### config.mk
export PLATFORM = sky130hd
export DESIGN_NAME = led_pattern_gen
export DESIGN_NICKNAME = d
export VERILOG_FILES = /design/src/rtl/led_pkg.sv /design/src/rtl/led_tick_gen.sv /design/src/rtl/led_pattern_gen.sv
export SDC_FILE = /design/constraint.sdc
export NUM_CORES = 1
export LEC_CHECK = 0
export BUFFER_PORTS_ARGS = -buffer_cell sky130_fd_sc_hd__buf_2
export CORE_MARGIN = 10
export CORE_UTILIZATION = 35
export CTS_CLUSTER_DIAMETER = 40
export CTS_CLUSTER_SIZE = 20
export DETAILED_ROUTE_END_ITERATION = 8
export GPL_TIMING_DRIVEN = 0
export PLACE_DENSITY = 0.55
export RECOVER_POWER = 50
export SKIP_CTS_REPAIR_TIMING = 1
export SLEW_MARGIN = 10
export SYNTH_ARGS = -nofsm -noshare
export SYNTH_HDL_FRONTEND = slang
export SYNTH_SLANG_ARGS = --single-unit
### constraint.sdc
create_clock -name clk_i -period 3.8 [get_ports clk_i]
set_input_delay 0.19 -clock clk_i [delete_from_list [all_inputs] [get_ports clk_i]]
set_output_delay 0.19 -clock clk_i [all_outputs]
set_load 0.02 [all_outputs]
### src/rtl/led_pkg.sv
// ============================================================================
// Module      : led_pkg
// Description : Shared types and helpers for the multi-channel LED pattern
//               generator. Optional PWM dimming is enabled by defining the
//               macro LED_PATTERN_PWM_EN.
// Revision    : 1.0 - initial release
// ============================================================================
`default_nettype none

package led_pkg;

  // Channel operating mode, encoded exactly as written on the config port.
  typedef enum logic [1:0] {
    LED_OFF   = 2'd0,
    LED_ON    = 2'd1,
    LED_BLINK = 2'd2,
    LED_BURST = 2'd3
  } led_mode_e;

  // Storage widths of the per-channel config record. The record is
  // deliberately wider than the default RATE_W/BURST_W fields. Narrower
  // fields are zero-extended on write, and the constant upper bits are
  // removed by synthesis. RATE_W and BURST_W must not exceed these widths.
  localparam int LED_HALF_MAX_W  = 16;
  localparam int LED_COUNT_MAX_W = 16;

  // Per-channel configuration. While a channel is in BURST, count holds the
  // number of on-pulses still to be produced.
  typedef struct packed {
    led_mode_e                  mode;
    logic [LED_HALF_MAX_W-1:0]  half;
    logic [LED_COUNT_MAX_W-1:0] count;
`ifdef LED_PATTERN_PWM_EN
    logic [7:0]                 duty;
`endif
  } led_cfg_t;

  // Width of the channel-select field. A single channel still needs one bit.
  function automatic int led_ch_width(input int num_ch);
    return (num_ch <= 1) ? 1 : $clog2(num_ch);
  endfunction

endpackage

`default_nettype wire

### src/rtl/led_tick_gen.sv
// ============================================================================
// Module      : led_tick_gen
// Description : Base-tick prescaler. It counts 0..DIV-1 and emits a one-cycle
//               registered pulse on each wrap, where
//               DIV = max(1, CLOCK_FREQ_HZ/TICK_HZ).
// Revision    : 1.0 - initial release
// ============================================================================
`default_nettype none

module led_tick_gen #(
  parameter int CLOCK_FREQ_HZ = 50_000_000,
  parameter int TICK_HZ       = 1000
) (
  input  logic clk_i,
  input  logic rst_i,
  output logic tick_o
);

  localparam int DIV_RAW = CLOCK_FREQ_HZ / TICK_HZ;
  localparam int DIV     = (DIV_RAW < 1) ? 1 : DIV_RAW;
  localparam int CNT_W   = (DIV <= 1) ? 1 : $clog2(DIV);
  localparam logic [CNT_W-1:0] CNT_LAST = CNT_W'(DIV - 1);

  logic [CNT_W-1:0] cnt_q;
  logic             tick_q;

  // Free-running prescaler. The pulse is registered, so the first tick
  // appears DIV cycles after reset is released.
  always_ff @(posedge clk_i) begin
    if (rst_i) begin
      cnt_q  <= '0;
      tick_q <= 1'b0;
    end else if (cnt_q == CNT_LAST) begin
      cnt_q  <= '0;
      tick_q <= 1'b1;
    end else begin
      cnt_q  <= cnt_q + CNT_W'(1);
      tick_q <= 1'b0;
    end
  end

  assign tick_o = tick_q;

endmodule

`default_nettype wire

### src/rtl/led_pattern_gen.sv
// ============================================================================
// Module      : led_pattern_gen
// Description : NUM_CH independent LED channels (OFF / ON / BLINK / BURST).
//               Channels are configured through a valid/ready write port and
//               timed by a shared base tick.
//               Optional feature: define LED_PATTERN_PWM_EN to add the
//               cfg_duty_i port and per-channel 8-bit PWM dimming.
// Revision    : 1.0 - initial release
// ============================================================================
`default_nettype none

module led_pattern_gen
  import led_pkg::*;
#(
  parameter int NUM_CH        = 4,
  parameter int CLOCK_FREQ_HZ = 50_000_000,
  parameter int TICK_HZ       = 1000,
  parameter int RATE_W        = 10,
  parameter int BURST_W       = 4,
  localparam int CH_W         = led_ch_width(NUM_CH)
) (
  input  logic               clk_i,
  input  logic               rst_i,
  input  logic               cfg_valid_i,
  output logic               cfg_ready_o,
  input  logic [CH_W-1:0]    cfg_ch_i,
  input  logic [1:0]         cfg_mode_i,
  input  logic [RATE_W-1:0]  cfg_half_i,
  input  logic [BURST_W-1:0] cfg_count_i,
`ifdef LED_PATTERN_PWM_EN
  input  logic [7:0]         cfg_duty_i,
`endif
  output logic               tick_o,
  output logic [NUM_CH-1:0]  busy_o,
  output logic [NUM_CH-1:0]  led_o
);

  logic     ready_q;
  logic     accept;
  logic     tick;
  led_cfg_t wr_cfg;

  // Ready is low only during reset and for the edge that releases it.
  always_ff @(posedge clk_i) begin
    if (rst_i) ready_q <= 1'b0;
    else       ready_q <= 1'b1;
  end

  assign cfg_ready_o = ready_q;
  assign accept      = cfg_valid_i & ready_q;

  led_tick_gen #(
    .CLOCK_FREQ_HZ (CLOCK_FREQ_HZ),
    .TICK_HZ       (TICK_HZ)
  ) u_tick_gen (
    .clk_i  (clk_i),
    .rst_i  (rst_i),
    .tick_o (tick)
  );

  assign tick_o = tick;

  // Pack the write port into the storage record shared by all channels.
  always_comb begin
    wr_cfg       = '0;
    wr_cfg.mode  = led_mode_e'(cfg_mode_i);
    wr_cfg.half  = LED_HALF_MAX_W'(cfg_half_i);
    wr_cfg.count = LED_COUNT_MAX_W'(cfg_count_i);
`ifdef LED_PATTERN_PWM_EN
    wr_cfg.duty  = cfg_duty_i;
`endif
  end

`ifdef LED_PATTERN_PWM_EN
  logic [7:0] pwm_cnt;

  // Free-running clock-rate PWM reference shared by all channels.
  always_ff @(posedge clk_i) begin
    if (rst_i) pwm_cnt <= '0;
    else       pwm_cnt <= pwm_cnt + 8'd1;
  end
`endif

  for (genvar i = 0; i < NUM_CH; i++) begin : g_ch
    led_cfg_t                  cfg_q, cfg_d;
    logic [LED_HALF_MAX_W-1:0] phase_q, phase_d;
    logic [LED_HALF_MAX_W-1:0] phase_last;
    logic                      led_q, led_d;
    logic                      wr_hit;
    logic                      is_timed;

    // Channel numbers that do not exist never match, so those writes are dropped.
    assign wr_hit     = accept && (cfg_ch_i == CH_W'(i));
    assign is_timed   = (cfg_q.mode == LED_BLINK) || (cfg_q.mode == LED_BURST);
    // A half-period of zero behaves like one tick.
    assign phase_last = (cfg_q.half == '0) ? '0 : cfg_q.half - LED_HALF_MAX_W'(1);

    // Next state: a config write takes precedence over a tick in the same cycle.
    always_comb begin
      cfg_d   = cfg_q;
      phase_d = phase_q;
      led_d   = led_q;
      if (wr_hit) begin
        cfg_d   = wr_cfg;
        phase_d = '0;
        case (wr_cfg.mode)
          LED_OFF:   led_d = 1'b0;
          LED_ON:    led_d = 1'b1;
          LED_BLINK: led_d = 1'b1;
          LED_BURST: begin
            if (wr_cfg.count == '0) begin
              cfg_d.mode = LED_OFF;
              led_d      = 1'b0;
            end else begin
              led_d      = 1'b1;
            end
          end
          default:   led_d = 1'b0;
        endcase
      end else if (tick && is_timed) begin
        if (phase_q >= phase_last) begin
          phase_d = '0;
          led_d   = ~led_q;
          // Each falling edge completes one burst pulse. The final one
          // returns the channel to OFF on the same edge the LED goes dark.
          if ((cfg_q.mode == LED_BURST) && led_q) begin
            if (cfg_q.count <= LED_COUNT_MAX_W'(1)) begin
              cfg_d.mode  = LED_OFF;
              cfg_d.count = '0;
            end else begin
              cfg_d.count = cfg_q.count - LED_COUNT_MAX_W'(1);
            end
          end
        end else begin
          phase_d = phase_q + LED_HALF_MAX_W'(1);
        end
      end
    end

    // Channel state register.
    always_ff @(posedge clk_i) begin
      if (rst_i) begin
        cfg_q   <= '0;
        phase_q <= '0;
        led_q   <= 1'b0;
      end else begin
        cfg_q   <= cfg_d;
        phase_q <= phase_d;
        led_q   <= led_d;
      end
    end

    assign busy_o[i] = (cfg_q.mode == LED_BURST);
`ifdef LED_PATTERN_PWM_EN
    assign led_o[i]  = led_q & (pwm_cnt < cfg_q.duty);
`else
    assign led_o[i]  = led_q;
`endif
  end

endmodule

`default_nettype wire

== After elaboration in Yosys (flattened, before gate mapping) ==
Index checks and enable logic that the tools add are counted.
Operators by class
  add/subtract/negate cells: 13
  $lt $le $gt $ge: 8
  equal/unequal tests: 15
  muxes and demuxes: 66
  bitwise logic cells: 5
  reduce and logical (&&, ||, !) cells: 61
Operator list (number)
  2-to-1 mux 16 bit: 12
  adder 16 x 1 -> 16 bit, second input constant: 5
  logical NOT 16 bit: 5
  greater-or-equal comparator 16 bit: 4
  less-or-equal comparator 16 x 1 -> 1 bit, second input constant: 4
  2-to-1 mux 4 bit: 16
  subtractor 16 x 1 -> 16 bit, second input constant: 4
  2-to-1 mux 2 bit: 22
  subtractor 10 x 1 -> 11 bit, second input constant: 4
  nonzero test 2 bit: 16
  equality test 2 bit, second input constant: 12
  AND reduction 3 bit: 8
  equality test 16 bit, second input constant: 1
  AND reduction 4 bit: 4
  2-to-1 mux 1 bit: 15
  logical AND 1 bit: 12
  OR reduction 2 bit: 6
  AND reduction 2 bit: 4
  equality test 2 x 1 -> 1 bit, second input constant: 2
  logical NOT 2 bit: 2
  logical OR 1 bit: 4
  NOT 1 bit: 4
  case mux 1 bit (3 select lines): 1
  bitwise AND 1 bit: 1
Storage, ports and cells
  bits in registers: 198
  output and inout port bits: 10

== Logic depth before layout (Yosys ltp) ==
Gate-level depths: netlist of the first run.
  depth after elaboration: 6
  depth in mapped cells: 15

== Cells and area by module ==
From an unflattened synthesis of the first run, not the netlist that was laid out.
Second synthesis, totals
  cells, all modules: 1441
  area total of the unflattened synthesis: 11408.4 sq um
By module, submodules not included
  led_pattern_gen: times used 1, cells an instance 1359, area each 10611.4 sq um, sequential area each 3623.5 sq um
  led_tick_gen: times used 1, cells an instance 82, area each 797.0 sq um, sequential area each 340.3 sq um

== Least setup slack after synthesis of the first run ==
Ideal clock, no wire load.
  path kind: reg-to-reg
  start: register g_ch[1].cfg_q[18] (netlist name)
  end: register g_ch[1].cfg_q[11] (netlist name)
  setup time: 0.086 ns
  arrival time: 4.105 ns
  data required time: 3.714 ns
  slack: -0.392 ns
  cell stages (with the launch flop): 13
  cells stage by stage: dfxtp_1 nor3_1 nand2b_1 or4_1 or4_1 ha_1 nand4_1 or3_1 or4_4 and3_4 buf_6 or4_4 a221oi_2
On the way
  word-level cells in the longest chain between the ends: 4
Ends and longest elaborated chain
  from (decl): RTL line led_pattern_gen.sv:85  | led_cfg_t cfg_q, cfg_d;
  from (signal assigned): RTL line led_pattern_gen.sv:147  | cfg_q <= cfg_d;
  subtractor 10 x 1 -> 11 bit / logical NOT 16 bit (equally long branches): RTL line led_pattern_gen.sv:96  | assign phase_last = (cfg_q.half == '0) ? '0 : cfg_q.half - LED_HALF_MAX_W'(1);
  2-to-1 mux 16 bit *: RTL line led_pattern_gen.sv:96
  greater-or-equal comparator 16 bit *: RTL line led_pattern_gen.sv:121  | if (phase_q >= phase_last) begin
  AND reduction 3 bit (no line) *
Every way passes the cells marked *; elsewhere a longest branch is shown, timed or not.
A chain may end at the register's enable or synchronous reset.

== Worst setup path after layout of the first run ==
  start: register g_ch[1].cfg_q[19] (netlist name)
  end: register g_ch[1].cfg_q[11] (netlist name)
The elaborated chain is that of the path after synthesis.

==> results of run 1 <==
## report_power, final
| group | leakage, nW | internal (W) | switching (W) |
|---|---|---|---|
| clock | 0.282 | 0.000942 | 0.000885 |
| sequential | 1.60 | 0.00209 | 0.0000281 |
| combinational | 3.34 | 0.000276 | 0.000412 |
| total | 5.23 | 0.00331 | 0.00133 |
## registers in the layout, summed over array words and instances (netlist names)
signal and flops:
g_ch.cfg_q 112, u_tick_gen.tick_o 1, cfg_ready_o 1, g_ch.phase_q 64, u_tick_gen.cnt_q 16, g_ch.led_q 4
## how the worst max path moves through the flow
stage / to / cells past startpoint / start
2_1_floorplan: g_ch[1].cfg_q[11] / 12 / g_ch[1].cfg_q[20]
3_3_place_gp: g_ch[3].cfg_q[7] / 13 / g_ch[3].cfg_q[18]
3_5_place_dp: g_ch[3].cfg_q[7] / 13 / g_ch[3].cfg_q[18]
4_1_cts: g_ch[3].cfg_q[7] / 13 / g_ch[3].cfg_q[18]
5_1_grt: g_ch[1].cfg_q[13] / 11 / g_ch[1].cfg_q[19]
6_report: g_ch[1].cfg_q[11] / 11 / g_ch[1].cfg_q[19]
## stage by stage
step / setup WS [ns] / instances / hold slack [ns]
after floorplan: -0.06304 / 1438 / 0.3184
after global placement: -0.8317 / 1869 / 0.4432
after detailed placement: -0.8545 / 1869 / 0.4479
after CTS: -0.8829 / 1901 / 0.003692
after global routing: -0.3635 / 1942 / 0.02880
final: -0.2646 / 1943 / 0.02919
## per-layer routing
metal	vias to the layer above	wire [um]	share of wire, %
met3	18	976	3.2
met2	115	14020	46
li1	5287	-	-
met4	4	186	0.62
met1	4923	15010	50
met5	-	14	0.046
## worst max-delay path: stages (launching register included)
cell      delay (ns)
dfxtp_4         0.36
nor3_4          0.19
nand2b_1        0.12
or4_4           0.50
or4_4           0.55
ha_4            0.32
nand4_1         0.16
or3_4           0.38
or4_4           0.47
and3_4          0.21
or4_4           0.47
a221oi_2        0.25
## synth_stat cells (all sizes together) (12+ instances only)
cell type | count | area share, %
a21oi | 100 | 4.4
a31oi | 15 | 0.83
a32o | 15 | 1.3
and3 | 30 | 1.7
clkbuf | 46 | 1.5
dfxtp | 198 | 35
ha | 87 | 9.6
inv | 44 | 1.5
nand2 | 224 | 7.4
nand2b | 17 | 0.94
nand3 | 52 | 2.3
nand4 | 22 | 1.2
nor2 | 170 | 5.6
nor3 | 50 | 2.2
nor4 | 21 | 1.2
o21ai | 54 | 2.4
o31ai | 12 | 0.79
or3 | 20 | 1.1
or4 | 17 | 1.2
xnor2 | 47 | 3.6
xor2 | 53 | 4.1
## logic make-up (layout without fill, tap and decap cells)
group | Yosys count | in the layout
other cells | 0 | 1
mux | 6 | 6
simple gates | 670 | 670
buf+inv | 99 | 201
flops | 198 | 198
xor+xnor | 100 | 100
fa+ha+maj | 87 | 87
compound gates | 278 | 278
## cell type report
class / instances / area, um^2
tap: 402 / 503.0
clock inverter: 14 / 138.9
multi-input combinational: 1141 / 7584
fill: 3186 / 18090
timing repair buffer: 75 / 540.5
inverter: 44 / 165.2
antenna: 1 / 2.502
clock buffer: 18 / 439.2
sequential: 198 / 3984
buffer: 50 / 274.0
==> results.tsv, run 1 <==
stage	metric	value	unit
run_status	failing checks	setup timing	
logic_synthesis	adder-cell share of the synthesized area	9.604	%
logic_synthesis	#FFs+latches synth	198	
clock_network	Root Buffer	clkbuf_16	
finish	cell area after layout	13630	um^2
global_route	routing usage on met1	19.53	%
finish	most common cell after layout, fill and taps aside	nand2_1	
critical_path	depth of the most critical reg-to-reg path	11	
global_route	pin count of the biggest net entering global routing	19	
logic_synthesis	xor and xnor fraction of the mapped netlist area	7.727	%
logic_synthesis	Compound-Gate Fraction of Synth Area	15.72	%
place	post-DP HPWL	21.47	mm
min_path	min-delay worst type	in2reg	
route	post-route ant nets	0	
critical_path	CP arrival	4.43	ns
logic_synthesis	ys flop type	dfxtp_1	
floorplanning	num ports	31	
sta	Tmin final	4.065	ns
sta	unrepaired setup endpoints after global routing	yes	
sta	setup violators final	40	
global_route	initial antenna violation count	3	
logic_synthesis	Mapped Area	11330	um^2
pwr	Pleak	5.231	nW
finish	layout cell share with drive strength beyond 1	14.22	%
min_path	Hold Path End	g_ch[0].cfg_q[16]	
global_route	GR Overflow Total	0	
route	drt via density	5.325	
logic_synthesis	Mean Syn Cell Area	7.882	um^2
place	placed inst area	12060	um^2
sta	period utilisation layout	107.0	%
global_route	most used routing layer	met2	
clock_network	CTS tree	done	
place	global placement routability congestion	0.8558	
place	IO Port Bufs	29	
clock_network	clk_lat worst skew	0.45	ns
floorplanning	Die W	200.0	um
floorplanning	Die H	200.0	um
global_route	met2 Usage GRT	23.80	%
logic_synthesis	Synth Area in Simple Gates	27.97	%
clock_network	CTS buffer count	17	
clock_network	Sink Count	198	
critical_path	Critical Path Start Type	flop	
route	DRT Pass-1 Iters	5	
finish	nets	1635	
critical_path	reg2reg setup slack	-0.26	ns
critical_path	Max Fanout on Critical Path	8	
sta	final hold vios	0	
logic_synthesis	EDFF count, synth	0	
route	via count of the routed design	10347	
floorplanning	Die Area	39980	um^2
floorplanning	Initial Util	35.74	%
logic_synthesis	async set-or-reset flop fraction in the synthesized netlist	0	%
pwr	Max IR drop VDD	0.3203	mV
logic_synthesis	post-synthesis mux area share	0.5299	%
logic_synthesis	syn nets	1546	
finish	most used cells in the layout excluding fill and tap cells	nand2_1 (219), dfxtp_1 (188), nor2_1 (169), a21oi_1 (90), ha_1 (73)	
run_status	status	complete, but fails checks	
run	Max Cap Viol	0	
logic_synthesis	Yosys Warn Count	0	
sta	TNS Setup	-5.049	ns
logic_synthesis	register area share after synthesis	34.97	%
sta	Setup Skew	0.01300	ns
critical_path	Worst R2R End	g_ch[1].cfg_q[11]	
sta	fmax	246.0	MHz
pwr	Design Power	0.004637	W
pwr	pwr/cell area	340.2	nW/um^2
finish	fin util	42.97	%
route	drt total wl	30.21	mm
clock_network	clk buf depth	2	
global_route	vias in the first global route	9629	
route	drt wl/cell	15.55	um
sta	Worst Slack Setup Final	-0.2646	ns
logic_synthesis	Distinct cells, synth	71	
sta	worst slew pin tran	1.138	ns
sta	Slew HR	23.44	%
logic_synthesis	cells after synthesis	1438	
floorplanning	core outline area	31720	um^2
critical_path	crit path capture type	flop	
logic_synthesis	largest family of logic cells by synthesized area	simple AND/OR/NAND/NOR gates	
global_route	first-pass GRT wire length	48.02	mm
min_path	Hold Path Origin	cfg_half_i[0]	
global_route	All-Layer GR Usage	14.59	%
finish	Area Overhead vs Synth	20.26	%
global_route	met3 Track Usage GR	2.981	%
route	Initial DRC Count	463	
clock_network	CTS clk-pin slew, worst paths	0.08	ns
critical_path	Data required, critical path	4.16	ns
critical_path	Setup Crit Path Kind	reg2reg	
floorplanning	row count	65	
clock_network	H-tree Lvls	4	
route	# DRC	0	
min_path	WHS Path Cells	3	
sta	fin. max-slew vios	0	
critical_path	Worst R2R Start	g_ch[1].cfg_q[19]	
No activity file was read; power rests on OpenSTA's default activity.
==> run 2, diff against run 1 <==
--- a/config.mk
+++ b/config.mk
@@ -8,10 +8,9 @@
 export BUFFER_PORTS_ARGS = -buffer_cell sky130_fd_sc_hd__buf_2
 export CORE_MARGIN = 10
 export CORE_UTILIZATION = 35
-export CTS_CLUSTER_DIAMETER = 40
+export CTS_CLUSTER_DIAMETER = 150
 export CTS_CLUSTER_SIZE = 20
 export DETAILED_ROUTE_END_ITERATION = 8
-export GPL_TIMING_DRIVEN = 0
 export PLACE_DENSITY = 0.55
 export RECOVER_POWER = 50
 export SKIP_CTS_REPAIR_TIMING = 1
==> constraint.sdc (replaced) <==
create_clock -name clk_i -period 3.8 [get_ports clk_i]
set_input_delay 0.76 -clock clk_i [delete_from_list [all_inputs] [get_ports clk_i]]
set_output_delay 0.76 -clock clk_i [all_outputs]
set_load 0.02 [all_outputs]
==> run 2 against run 1 <==
- sequential share of layout area rose by 0.37 points
- critical path type unchanged
- core utilization down 0.73 points
- the run ends with capacitance limit, slew limit, setup timing left
- highest routed layer is now met4
- flip-flop and latch count is the same
==> results.tsv, run 2 (synthesis gave the netlist of run 1 again) <==
stage	metric	value	unit
run_status	status	complete, but fails checks	
run_status	failing checks	capacitance limit, slew limit, setup timing	
clock_network	Root Buffer	clkbuf_16	
critical_path	CP arrival	4.28	ns
route	drt total wl	28.88	mm
sta	Tmin final	3.927	ns
finish	nets	1631	
sta	unrepaired setup endpoints after global routing	yes	
sta	final hold vios	0	
pwr	Comb power frac	14.5	%
clock_network	CTS buffer count	17	
global_route	GR Overflow Total	0	
critical_path	Max Fanout on Critical Path	6	
route	via count of the routed design	10310	
global_route	first-pass GRT wire length	48.87	mm
sta	period utilisation layout	103.3	%
run	Max Cap Viol	1	
sta	Worst Slack Setup Final	-0.1272	ns
sta	setup violators final	12	
sta	Setup Skew	0.01307	ns
finish	area occupied by multi-input gates	7306	um^2
clock_network	clk_lat worst skew	0.45	ns
place	global placement routability congestion	0.8181	
clock_network	clk buf depth	2	
floorplanning	Die W	200.0	um
floorplanning	core outline area	31720	um^2
critical_path	Setup Crit Path Kind	reg2reg	
pwr	pwr/cell area	341.3	nW/um^2
pwr	Max IR drop VDD	0.3407	mV
finish	biggest regs	g_ch.cfg_q (112), g_ch.phase_q (64), u_tick_gen.cnt_q (16)	
pwr	Pleak	5.316	nW
finish	number of flip-flops under the largest register name	112	
finish	FILL cells	3271	
global_route	All-Layer GR Usage	14.80	%
pwr	Clk pwr share	39.1	%
sta	Slew HR	-28.68	%
sta	worst hold margin	0.4626	ns
route	Initial DRC Count	531	
critical_path	crit path capture type	flop	
floorplanning	Die Area	39980	um^2
pwr	Design Power	0.004573	W
route	# DRC	0	
floorplanning	Die H	200.0	um
finish	sequential cell area	3966	um^2
pwr	Sw Ratio	27.91	%
critical_path	Data required, critical path	4.16	ns
floorplanning	num ports	31	
place	post-DP HPWL	20.88	mm
clock_network	CTS tree	done	
finish	most common cell after layout, fill and taps aside	nand2_1	
global_route	pin count of the biggest net entering global routing	44	
route	drt wl/cell	14.89	um
clock_network	CTS clk-pin slew, worst paths	0.08	ns
pwr	Seq pwr share	46.3	%
global_route	vias in the first global route	9947	
route	drt via density	5.317	
critical_path	Critical Path Start Type	flop	
clock_network	H-tree Lvls	4	
sta	fin. max-slew vios	44	
clock_network	Sink Count	198	
place	IO Port Bufs	30	
finish	Area Overhead vs Synth	18.21	%
floorplanning	row count	65	
floorplanning	Initial Util	35.74	%
sta	worst slew pin tran	1.930	ns
min_path	min-delay worst type	reg2reg	
finish	layout cell share with drive strength beyond 1	13.35	%
sta	fmax	254.6	MHz
finish	most used cells in the layout excluding fill and tap cells	nand2_1 (222), dfxtp_1 (196), nor2_1 (170), a21oi_1 (98), ha_1 (82)	
pwr	Int Power	0.003297	W
route	post-route ant nets	0	
finish	Largest Register	g_ch.cfg_q	
sta	TNS Setup	-0.5668	ns
pwr	Sw Pwr	0.001276	W
route	DRT Pass-1 Iters	5	
global_route	initial antenna violation count	0	
## run 2: final timing paths
check / endpoint / slack [ns] / from / cells after the start
max reg2reg: g_ch[1].cfg_q[11] / -0.13 / g_ch[1].cfg_q[20] / 11
min: g_ch[2].cfg_q[10] / 0.46 / g_ch[2].cfg_q[10] / 2
min reg2reg: g_ch[2].cfg_q[10] / 0.46 / g_ch[2].cfg_q[10] / 2
max: g_ch[1].cfg_q[11] / -0.13 / g_ch[1].cfg_q[20] / 11
## run 2: final cells by class
type | instances | share of cell area [%]
Multi-Input combinational cell | 1141 | 54.52
Sequential cell | 198 | 29.60
Timing Repair Buffer | 121 | 6.649
Tap cell | 402 | 3.754
Clock buffer | 19 | 3.306
Inverter | 44 | 1.233
Clock inverter | 13 | 0.9151
Antenna cell | 1 | 0.01868
## run 2: worst max-delay path: stages, from the launching register on
cell      delay (ns)
dfxtp_2         0.33
nor3_2          0.20
nand2b_1        0.10
or4_4           0.49
or4_4           0.54
ha_4            0.32
nand4_1         0.12
or3_4           0.35
or4_4           0.46
and3_4          0.20
or4_4           0.47
a221oi_2        0.27
## run 2: through the flow
stage	utilization, %	worst slack, ns	cell area, um^2	std cells
2_1_floorplan	-	-0.06304	11410	1438
3_3_place_gp	39.40	-0.1222	12500	1898
3_5_place_dp	39.40	-0.1890	12500	1898
4_1_cts	41.18	-0.2292	13060	1930
5_1_grt	42.24	-0.2604	13400	1938
6_report	42.24	-0.1272	13400	1939
## run 2: per-layer routing
layer	wire length (um)	global-route usage [%]	part of all wire [%]
met1	14450	19.94	50
met2	13110	23.69	45
met3	1111	3.014	3.8
met4	197	3.561	0.68
met5	0	0	0
## run 2: power by group through the flow
stage          logic (W)  clock network [W]  registers [W]
2_1_floorplan   0.000414                  0        0.00216
3_3_place_gp    0.000604                  0        0.00217
3_5_place_dp    0.000610                  0        0.00217
4_1_cts         0.000615            0.00185        0.00212
5_1_grt         0.000746            0.00193        0.00212
6_report        0.000664            0.00179        0.00212
